--- config.mk ---
export PLATFORM = sky130hd
export DESIGN_NAME = uart_tx_gen
export DESIGN_NICKNAME = d
export VERILOG_FILES = /design/src/rtl/uart_pkg.sv /design/src/rtl/sync_fifo.sv /design/src/rtl/uart_tx_gen.sv
export SDC_FILE = /design/constraint.sdc
export NUM_CORES = 1
export LEC_CHECK = 0
export CAP_MARGIN = 20
export CORE_UTILIZATION = 55
export CTS_CLUSTER_SIZE = 16
export DETAILED_ROUTE_END_ITERATION = 12
export PLACE_DENSITY = 0.77
export SYNTH_ARGS = -nofsm -noshare
export SYNTH_HDL_FRONTEND = slang
export SYNTH_SLANG_ARGS = --single-unit
--- constraint.sdc ---
create_clock -name clk -period 3.2 [get_ports clk]
set_input_delay 0.96 -clock clk [delete_from_list [all_inputs] [get_ports clk]]
set_output_delay 0.96 -clock clk [all_outputs]
set_load 0.01 [all_outputs]
--- src/rtl/uart_pkg.sv ---
// Shared definitions for the UART transmit path: parity modes, FSM states,
// frame configuration payload and the data-bit length helper.
package uart_pkg;

  localparam logic [1:0] PAR_NONE = 2'd0;
  localparam logic [1:0] PAR_EVEN = 2'd1;
  localparam logic [1:0] PAR_ODD  = 2'd2;

  localparam int unsigned LEN_W = 4;

  typedef enum logic [2:0] {
    S_IDLE,
    S_START,
    S_DATA,
    S_PARITY,
    S_STOP
  } tx_state_e;

  // Per-frame settings captured when a word leaves the FIFO
  typedef struct packed {
    logic [LEN_W-1:0] nbits;
    logic             par_en;
    logic             stop2;
  } frame_cfg_t;

  function automatic logic [LEN_W-1:0] dbits_len(input logic [1:0] dbits);
    return LEN_W'(dbits) + LEN_W'(5);
  endfunction

endpackage

--- src/rtl/sync_fifo.sv ---
// Single-clock FIFO with registered full flag and occupancy count.
// Writes while full are ignored; reads while empty are ignored.
module sync_fifo #(
  parameter int unsigned WIDTH = 8,
  parameter int unsigned DEPTH = 16
) (
  input  logic                     clk,
  input  logic                     rst,
  input  logic                     wr_en,
  input  logic [WIDTH-1:0]         wdata,
  input  logic                     rd_en,
  output logic                     full,
  output logic [$clog2(DEPTH):0]   level,
  output logic [WIDTH-1:0]         rdata
);

  localparam int unsigned PTR_W = $clog2(DEPTH);
  localparam int unsigned LVL_W = PTR_W + 1;

  logic [WIDTH-1:0] mem [DEPTH];
  logic [PTR_W-1:0] wr_ptr;
  logic [PTR_W-1:0] rd_ptr;
  logic [LVL_W-1:0] level_d;
  logic             push;
  logic             pop;

  assign push  = wr_en && !full;
  assign pop   = rd_en && (level != '0);
  assign rdata = mem[rd_ptr];

  always_comb begin
    level_d = level;
    if (push && !pop) begin
      level_d = level + LVL_W'(1);
    end else if (!push && pop) begin
      level_d = level - LVL_W'(1);
    end
  end

  always_ff @(posedge clk) begin
    if (rst) begin
      wr_ptr <= '0;
      rd_ptr <= '0;
      level  <= '0;
      full   <= 1'b0;
    end else begin
      if (push) wr_ptr <= wr_ptr + PTR_W'(1);
      if (pop)  rd_ptr <= rd_ptr + PTR_W'(1);
      level <= level_d;
      full  <= (level_d == LVL_W'(DEPTH));
    end
  end

  // Storage carries no reset; only pointer-qualified entries are ever read
  always_ff @(posedge clk) begin
    if (push) mem[wr_ptr] <= wdata;
  end

endmodule

--- src/rtl/uart_tx_gen.sv ---
// UART transmitter: write FIFO feeding a frame engine with runtime data bits,
// parity, stop bits and baud divisor, all captured per frame.
module uart_tx_gen
  import uart_pkg::*;
#(
  parameter int unsigned FIFO_DEPTH = 16,
  parameter int unsigned DIV_W      = 16,
  parameter int unsigned DATA_MAX   = 8
) (
  input  logic                          clk,
  input  logic                          rst,
  input  logic [DIV_W-1:0]              cfg_div,
  input  logic [1:0]                    cfg_dbits,
  input  logic [1:0]                    cfg_parity,
  input  logic                          cfg_stop2,
  input  logic                          wr_en,
  input  logic [DATA_MAX-1:0]           wr_data,
  output logic                          full,
  output logic [$clog2(FIFO_DEPTH):0]   level,
  output logic                          ovf,
  input  logic                          ovf_clr,
  output logic                          tx,
  output logic                          busy,
  output logic                          done
);

  tx_state_e           state;
  tx_state_e           state_d;
  logic [DIV_W-1:0]    baud;
  logic [DIV_W-1:0]    baud_d;
  logic [DIV_W-1:0]    div_q;
  logic [DIV_W-1:0]    div_d;
  frame_cfg_t          fcfg;
  frame_cfg_t          fcfg_d;
  logic                par_bit;
  logic                par_bit_d;
  logic                par_acc;
  logic [LEN_W-1:0]    bit_idx;
  logic [LEN_W-1:0]    bit_idx_d;
  logic [LEN_W-1:0]    cfg_len;
  logic                stop_idx;
  logic                stop_idx_d;
  logic [DATA_MAX-1:0] shreg;
  logic [DATA_MAX-1:0] shreg_d;
  logic [DATA_MAX-1:0] fifo_rdata;
  logic                tick;
  logic                pop;
  logic                tx_d;
  logic                busy_d;
  logic                done_d;
  logic                ovf_d;

  assign tick    = (baud == '0);
  assign pop     = (state == S_IDLE) && (level != '0);
  assign cfg_len = dbits_len(cfg_dbits);

  sync_fifo #(
    .WIDTH (DATA_MAX),
    .DEPTH (FIFO_DEPTH)
  ) u_fifo (
    .clk   (clk),
    .rst   (rst),
    .wr_en (wr_en),
    .wdata (wr_data),
    .rd_en (pop),
    .full  (full),
    .level (level),
    .rdata (fifo_rdata)
  );

  // State and datapath registers; outputs are registered from next values
  always_ff @(posedge clk) begin
    if (rst) begin
      state    <= S_IDLE;
      baud     <= '0;
      div_q    <= '0;
      fcfg     <= '0;
      par_bit  <= 1'b0;
      bit_idx  <= '0;
      stop_idx <= 1'b0;
      shreg    <= '0;
      tx       <= 1'b1;
      busy     <= 1'b0;
      done     <= 1'b0;
      ovf      <= 1'b0;
    end else begin
      state    <= state_d;
      baud     <= baud_d;
      div_q    <= div_d;
      fcfg     <= fcfg_d;
      par_bit  <= par_bit_d;
      bit_idx  <= bit_idx_d;
      stop_idx <= stop_idx_d;
      shreg    <= shreg_d;
      tx       <= tx_d;
      busy     <= busy_d;
      done     <= done_d;
      ovf      <= ovf_d;
    end
  end

  // Next-state logic
  always_comb begin
    state_d = state;
    case (state)
      S_IDLE:   if (pop) state_d = S_START;
      S_START:  if (tick) state_d = S_DATA;
      S_DATA: begin
        if (tick && (bit_idx == fcfg.nbits - LEN_W'(1))) begin
          state_d = fcfg.par_en ? S_PARITY : S_STOP;
        end
      end
      S_PARITY: if (tick) state_d = S_STOP;
      S_STOP:   if (tick && (stop_idx == fcfg.stop2)) state_d = S_IDLE;
      default:  state_d = S_IDLE;
    endcase
  end

  // Datapath next values and registered-output drive
  always_comb begin
    baud_d     = tick ? div_q : (baud - DIV_W'(1));
    div_d      = div_q;
    fcfg_d     = fcfg;
    par_bit_d  = par_bit;
    bit_idx_d  = bit_idx;
    stop_idx_d = stop_idx;
    shreg_d    = shreg;
    tx_d       = 1'b1;
    busy_d     = (state_d != S_IDLE);
    done_d     = 1'b0;
    ovf_d      = ovf;

    par_acc = (cfg_parity == PAR_ODD);
    for (int i = 0; i < DATA_MAX; i++) begin
      if (LEN_W'(i) < cfg_len) par_acc = par_acc ^ fifo_rdata[i];
    end

    if (pop) begin
      baud_d        = cfg_div;
      div_d         = cfg_div;
      fcfg_d.nbits  = cfg_len;
      fcfg_d.par_en = (cfg_parity == PAR_EVEN) || (cfg_parity == PAR_ODD);
      fcfg_d.stop2  = cfg_stop2;
      par_bit_d     = par_acc;
      bit_idx_d     = '0;
      stop_idx_d    = 1'b0;
      shreg_d       = fifo_rdata;
    end

    if ((state == S_DATA) && tick) begin
      shreg_d   = shreg >> 1;
      bit_idx_d = bit_idx + LEN_W'(1);
    end

    if ((state == S_STOP) && tick) stop_idx_d = ~stop_idx;

    case (state_d)
      S_START:  tx_d = 1'b0;
      S_DATA:   tx_d = shreg_d[0];
      S_PARITY: tx_d = par_bit_d;
      S_STOP:   done_d = (baud_d == '0) && (stop_idx_d == fcfg_d.stop2);
      default:  tx_d = 1'b1;
    endcase

    // A dropped write outranks a simultaneous clear
    if (ovf_clr) ovf_d = 1'b0;
    if (wr_en && full) ovf_d = 1'b1;
  end

endmodule
==> metrics.csv <==
metric;value;unit
critical_path_class;flop to flop;
count_of_flip_flops_with_a_built_in_enable_after_synthesis;128;
cts_resized;0;
drv_cap;0;
synth_common_cells;sky130_fd_sc_hd__edfxtp_1, sky130_fd_sc_hd__dfxtp_1, sky130_fd_sc_hd__nand2_1, sky130_fd_sc_hd__nor2_1, sky130_fd_sc_hd__a21oi_1;
syn_to_final_growth;15.65;%
worst_hold_startpoint;div_q[8];
cts_tree;built;
r2r_start;baud[0];
die_area;16280;um2
cp-start-kind;flop;
synth-simple-area-share;0.1237;
detail_route.wl_per_cell;21.13;um
die_width;127.6;um
power.static_leakage;3.443;nW
initial_utilization;0.5665;
dominantRegCellSynth;sky130_fd_sc_hd__edfxtp_1;
clock_path_buffers;3;
final_max_slew_viol_count;0;
relSlewSlack;0.4536;
vdd.ir_drop.worst;0.0005936;V
synth_area_in_compound_gates;0.08451;
root_buffer;sky130_fd_sc_hd__clkbuf_16;
yosys-mux-area-fraction;0.08927;
ant_nets;0;
crit_arrival;3.29;ns
synth.avg_cell_area;12.89;um2
final_core_utilization;0.6551;
globalRouteOverflowTotal;0;
routed_via_density;6.013;
worstMarginPinSlew;0.8197;ns
clock.fmax;0.3457;GHz
synth.cell_area;8676;um2
layout_worst_path_cycle_share;0.9039;
final_hold_viols;0;
finalClockSkew;0.02492;ns
post-route-cell-area;10030;um2
synth_nets;721;
synth.largest_area_cell;sky130_fd_sc_hd__edfxtp_1;
cts-buffers-inserted;21;
synth_cell_types;54;
worstHoldPathType;flop to flop;
cts.sinks;205;
first_global_vias;5678;
grt_antenna_before_repair;0;
dr.first_iter.drc_count;589;
place_congestion;0.8531;
tns;0;ns
route.detailed.drc;0;
grtUsageTotal;0.2561;
layout.nets;774;
synth_adder_area_share;0.02163;
grt_pass1_wl;31250;um
grt_max_degree;52;
floorplan.die.height;127.6;um
crit_required;3.60;ns
cts_post_setup_buffers_inserted;0;
drt_first_pass_iters;5;
async_set_or_reset_flop_fraction_in_the_synthesized_netlist;0;
core_area;15310;um2
slowest_stage;sky130_fd_sc_hd__or4_1;
later_pin_clock_latency_in_the_skew_report;0.50;ns
cts_htree_levels;1;
worst_setup_path_end_kind;flop;
path_delay_family;simple AND/OR/NAND/NOR gates;
synth_sequential_area_ratio;0.6207;
synth_top_area_share;0.4430;
placement.io_buffers;42;
hpwlAfterDp;13650;um
syn_inst_count;673;
fin_worst_hold_slack;0.4571;ns
status;completed;
drive_gt1_frac;0.1242;
synth_xor_xnor_area_share;0.03836;
design.portCount;43;
yosys_warnings;0;
unrepaired_setup_endpoints_after_global_routing;no;
period_needed;2.893;ns
most_repeated_cell_in_the_gate_level_netlist_after_synthesis;sky130_fd_sc_hd__edfxtp_1;
synth_top_family_by_area;simple AND/OR/NAND/NOR gates;
finalSetupViolCount;0;
vias;5724;
post_dp_cell_area;9408;um2
wirelength;20110;um
critPathMaxStageDelay;0.52;ns
n_antenna_cell;0;
critical_path.n_buffers_inverters;2;
crit_path_max_fanout;18;
synthTopCellsByArea;sky130_fd_sc_hd__edfxtp_1, sky130_fd_sc_hd__dfxtp_1, sky130_fd_sc_hd__mux4_2, sky130_fd_sc_hd__nand2_1, sky130_fd_sc_hd__a21oi_1;
hold_buffers;0;
path_clk_slew;0.06;ns
cp_cell_sequence;inv_1, ha_1, nor4b_2, and3_1, nand2_2, buf_4, a31oi_1, a21boi_1, nand4_1, or4_1, nor4_2;
postSynthRegisterBits;205;
placementRows;45;
pwr_density_cell;884.8;nW/um2
cp-startpoint;baud[0];
state kept, by name, summed over array words and instances, names as in the netlist, named ones only:
name	cells
baud	16
ovf	1
tx	1
u_fifo.full	1
bit_idx	4
div_q	16
u_fifo.wr_ptr	4
shreg	8
state	3
u_fifo.mem	128
par_bit	1
u_fifo.level	5
fcfg	6
u_fifo.rd_ptr	4
done	1
stop_idx	1
busy	1
placed cells by master (no fill, tap or decap), types with 3 or more instances in the layout:
master and instances:
sky130_fd_sc_hd__ha_1 15, sky130_fd_sc_hd__xor2_1 16, sky130_fd_sc_hd__clkdlybuf4s50_1 41, sky130_fd_sc_hd__clkbuf_1 7
sky130_fd_sc_hd__or3_1 3, sky130_fd_sc_hd__nand4_1 9, sky130_fd_sc_hd__or4_1 3, sky130_fd_sc_hd__edfxtp_1 128
sky130_fd_sc_hd__o31ai_1 3, sky130_fd_sc_hd__nor3_1 11, sky130_fd_sc_hd__and3_1 6, sky130_fd_sc_hd__a22oi_1 18
sky130_fd_sc_hd__mux4_2 33, sky130_fd_sc_hd__xnor2_1 22, sky130_fd_sc_hd__o21ai_0 3, sky130_fd_sc_hd__dfxtp_1 76
sky130_fd_sc_hd__a221oi_1 3, sky130_fd_sc_hd__o211ai_1 3, sky130_fd_sc_hd__o31a_1 8, sky130_fd_sc_hd__a21oi_1 50
sky130_fd_sc_hd__nor2b_1 5, sky130_fd_sc_hd__nand2_1 73, sky130_fd_sc_hd__buf_4 19, sky130_fd_sc_hd__clkinv_1 4
sky130_fd_sc_hd__clkbuf_16 21, sky130_fd_sc_hd__nand2b_1 5, sky130_fd_sc_hd__nand3_1 5, sky130_fd_sc_hd__a31oi_1 4
sky130_fd_sc_hd__and2_1 19, sky130_fd_sc_hd__inv_1 13, sky130_fd_sc_hd__a211oi_1 8, sky130_fd_sc_hd__clkinvlp_2 3
sky130_fd_sc_hd__nor2_1 65
tightest hold or removal path, cell delays in order, from the launching register on:
cell and delay [ns]:
sky130_fd_sc_hd__dfxtp_1 0.31, sky130_fd_sc_hd__nand2_1 0.05, sky130_fd_sc_hd__a21oi_1 0.05
path summary, 6_finish.rpt:
check                           endpoint  slack [ns]  cells past startpoint
worst min-delay path            div_q[8]        0.46                      2
worst max-delay path                done        0.31                     11
worst min register to register  div_q[8]        0.46                      2
worst max register to register      done        0.31                     11
kinds of logic after synthesis:
kind of cell | Yosys count
simple gates | 221
fa+ha+maj | 15
buf+inv | 46
mux | 36
compound gates | 112
flops | 205
xor+xnor | 38
routing by layer:
layer	share of wire	vias to the layer above	global-route usage	wire [um]
li1	-	2600	-	-
met1	0.42	2824	0.3540	8423
met2	0.48	246	0.4176	9680
met3	0.067	54	0.03811	1357
met4	0.032	0	0.09066	651
met5	0	-	0	0
power breakdown:
group	total, mW	leakage (nW)	internal (mW)	switching [mW]
Clock	2.25	0.296	1.29	0.962
Combinational	3.17	1.36	1.39	1.78
Sequential	3.45	1.79	3.14	0.312
final cells by class:
class	count	area, um2
Timing Repair Buffer	63	598.1
Clock inverter	10	73.82
Fill cell	1154	5281
Clock buffer	28	551.8
Sequential cell	205	5386
Tap cell	211	264.0
Multi-Input combinational cell	422	3110
Inverter	13	48.80
per-stage QoR:
step / std cells / setup WS (ns) / total power [mW]
floorplan: 673 / 0.5842 / 5.679
global placement: 914 / 0.4581 / 6.486
detailed placement: 914 / 0.3660 / 6.617
CTS: 952 / 0.3147 / 8.889
global route: 952 / 0.1013 / 9.340
finish: 952 / 0.3075 / 8.878
No activity file was read; power rests on OpenSTA's default activity.
==> RTL edit (config.mk and constraints unchanged) <==
Re-encode `tx_state_e` (5 states) as Gray code, 3 bits wide.
--- a/src/rtl/uart_pkg.sv
+++ b/src/rtl/uart_pkg.sv
@@ -9,11 +9,11 @@
   localparam int unsigned LEN_W = 4;
 
   typedef enum logic [2:0] {
-    S_IDLE,
-    S_START,
-    S_DATA,
-    S_PARITY,
-    S_STOP
+    S_IDLE   = 3'b000,
+    S_START  = 3'b001,
+    S_DATA   = 3'b011,
+    S_PARITY = 3'b010,
+    S_STOP   = 3'b110
   } tx_state_e;
 
   // Per-frame settings captured when a word leaves the FIFO
Check against the original RTL: no difference found for any inputs over 10 cycles, from zero or initial values and one cycle with rst high; not proved beyond that.
==> RTL edit against the unedited design <==
Total power decreased by 0.26%. Maximum frequency decreased by 3.5%. Worst setup slack got worse by 110 ps. Sequential cell count unchanged. Wire length decreased by 8.9%. Area after synthesis increased by 0.25%. Via count decreased by 4.5%. Cell area increased by 0.61%. Highest routed layer unchanged.
==> RTL edit: results (changes against the unedited design) <==
- Status: finished clean
- Sequential share of the synthesized area: 61.9% (-0.15 points)
- WP data arrival: 3410 ps (+120 ps)
- # diodes: 0 (unchanged)
- Initial antenna violation count: 0 (unchanged)
- GRT Util Overall: 23.0% (-2.6 points)
- Critical path peak fanout: 13 (-5)
- Leakage: 3.50 nW (+1.7%)
- CTS buffer count: 22 (+4.8%)
- Iteration-0 DRC count of the detailed router: 422 (-28%)
- Flop-to-flop setup slack: 200 ps (-110 ps)
- WL met2: 9.50 mm (-1.9%)
- Number of enable flip-flop cells after synthesis: 128 (unchanged)
- # fillers: 1,089 (-5.6%)
- Setup Skew: 23.3 ps (-1.63 ps)
- Max incr delay on CP: 560 ps (+40 ps)
- Final RePlAce weighted congestion: 0.847 (-0.70%)
- Top sig layer: met4
- Synth top cells by count: edfxtp_1 (128), dfxtp_1 (77), nand2_1 (65)
- CTS max path bufs: 3 (unchanged)
- Drt wl/cell: 19.7 µm (-6.9%)
- Most common cell in the synthesized netlist: edfxtp_1
- Ranking of synthesized cells by area: edfxtp_1 (44%), dfxtp_1 (18%), mux4_2 (8.3%)
- Clock slew at the register clock pins of the worst setup and hold paths: 60 ps (about the same)
- Dpl hpwl: 12.3 mm (-9.9%)
- Root Driver: clkbuf_16
- Vias per Instance: 5.86 (-2.5%)
- Synthesis-to-finish area growth: 16.1%
- Wire length on met1: 7.62 mm (-9.6%)
- R2R depth: 10 (-1)
- Mapped Nets: 709 (-1.7%)
- DP Area: 9390 µm² (-0.23%)
- Clk_lat worst skew: 510 ps
- CP top delay family: simple AND/OR/NAND/NOR gates
- Nets: 755 (-2.5%)
- First-pass GRT wire length: 28.7 mm (-8.1%)
- DR WL met3: 852 µm (-37%)
- Peak supply drop: 0.463 mV (-22%)
- Worst-Margin Slew: 635 ps (-185 ps)
- Post-synth cell types: 61 (+13%)
- Vias in the first global route: 5,570 (-1.9%)
- Pin count of the biggest net entering global routing: 45 (-13%)
- Layout cells sized above 1: 13.9% (+1.5 points)
- Critical Path End Type: flop
- Slowest CP cell: or4b_4
- HP Class: reg2reg
- Setup TNS: 0 ps (unchanged)
## RTL edit: layer usage
| layer | vias up | track usage, % |
|---|---|---|
| met1 | 2711 | 28.5 |
| met2 | 161 | 41.2 |
| met3 | 32 | 3.67 |
| li1 | 2561 | - |
| met4 | 0 | 7.13 |
| met5 | - | 0 |
## RTL edit: final cells by class
| cell class | count | area share [%] |
|---|---|---|
| clock buffers | 28 | 5.88 |
| clock inverters | 10 | 1.10 |
| inverters | 15 | 0.558 |
| multi-input cells | 404 | 30.7 |
| flip-flops and latches | 205 | 53.4 |
| well taps | 211 | 2.62 |
| repair buffers | 59 | 5.75 |
## RTL edit: cells by family after synthesis
| family | Yosys count | share of synthesized area, % |
|---|---|---|
| flip-flops | 205 | 61.9 |
| AND/OR/NAND/NOR | 197 | 11.6 |
| AO/OA/AOI/OAI | 116 | 8.29 |
| buffers and inverters | 52 | 2.50 |
| multiplexers | 43 | 9.64 |
| XOR/XNOR | 33 | 3.88 |
| adder cells (fa/ha/maj) | 15 | 2.16 |
## RTL edit: where the power goes
group	internal, W	switching [W]
registers	0.00313	0.000287
logic	0.00137	0.00164
clock network	0.00141	0.00102
## RTL edit: metrics by stage
stage	setup WS, ps	instances	power, W	hold slack [ps]
2_1_floorplan	298	661	0.00557	433
3_3_place_gp	261	894	0.00631	443
3_5_place_dp	212	894	0.00642	448
4_1_cts	162	932	0.00888	459
5_1_grt	32.4	932	0.00933	479
6_report	201	932	0.00885	457
## RTL edit: worst min-delay path by stage
stage,cells past startpoint,start,to,slack [ps]
3_3_place_gp,2,div_q[2],div_q[2],440
3_5_place_dp,2,div_q[13],div_q[13],450
4_1_cts,2,div_q[3],div_q[3],460
5_1_grt,2,shreg[1],shreg[1],480
6_report,2,div_q[8],div_q[8],460
2_1_floorplan,2,div_q[10],div_q[10],430
## RTL edit: worst min-delay path: cells and delay by family (launching register included)
family,cells,cell delay [ps]
AOI/OAI and AO/OA,1,50
and+or+nand+nor,1,50
DFF,1,310
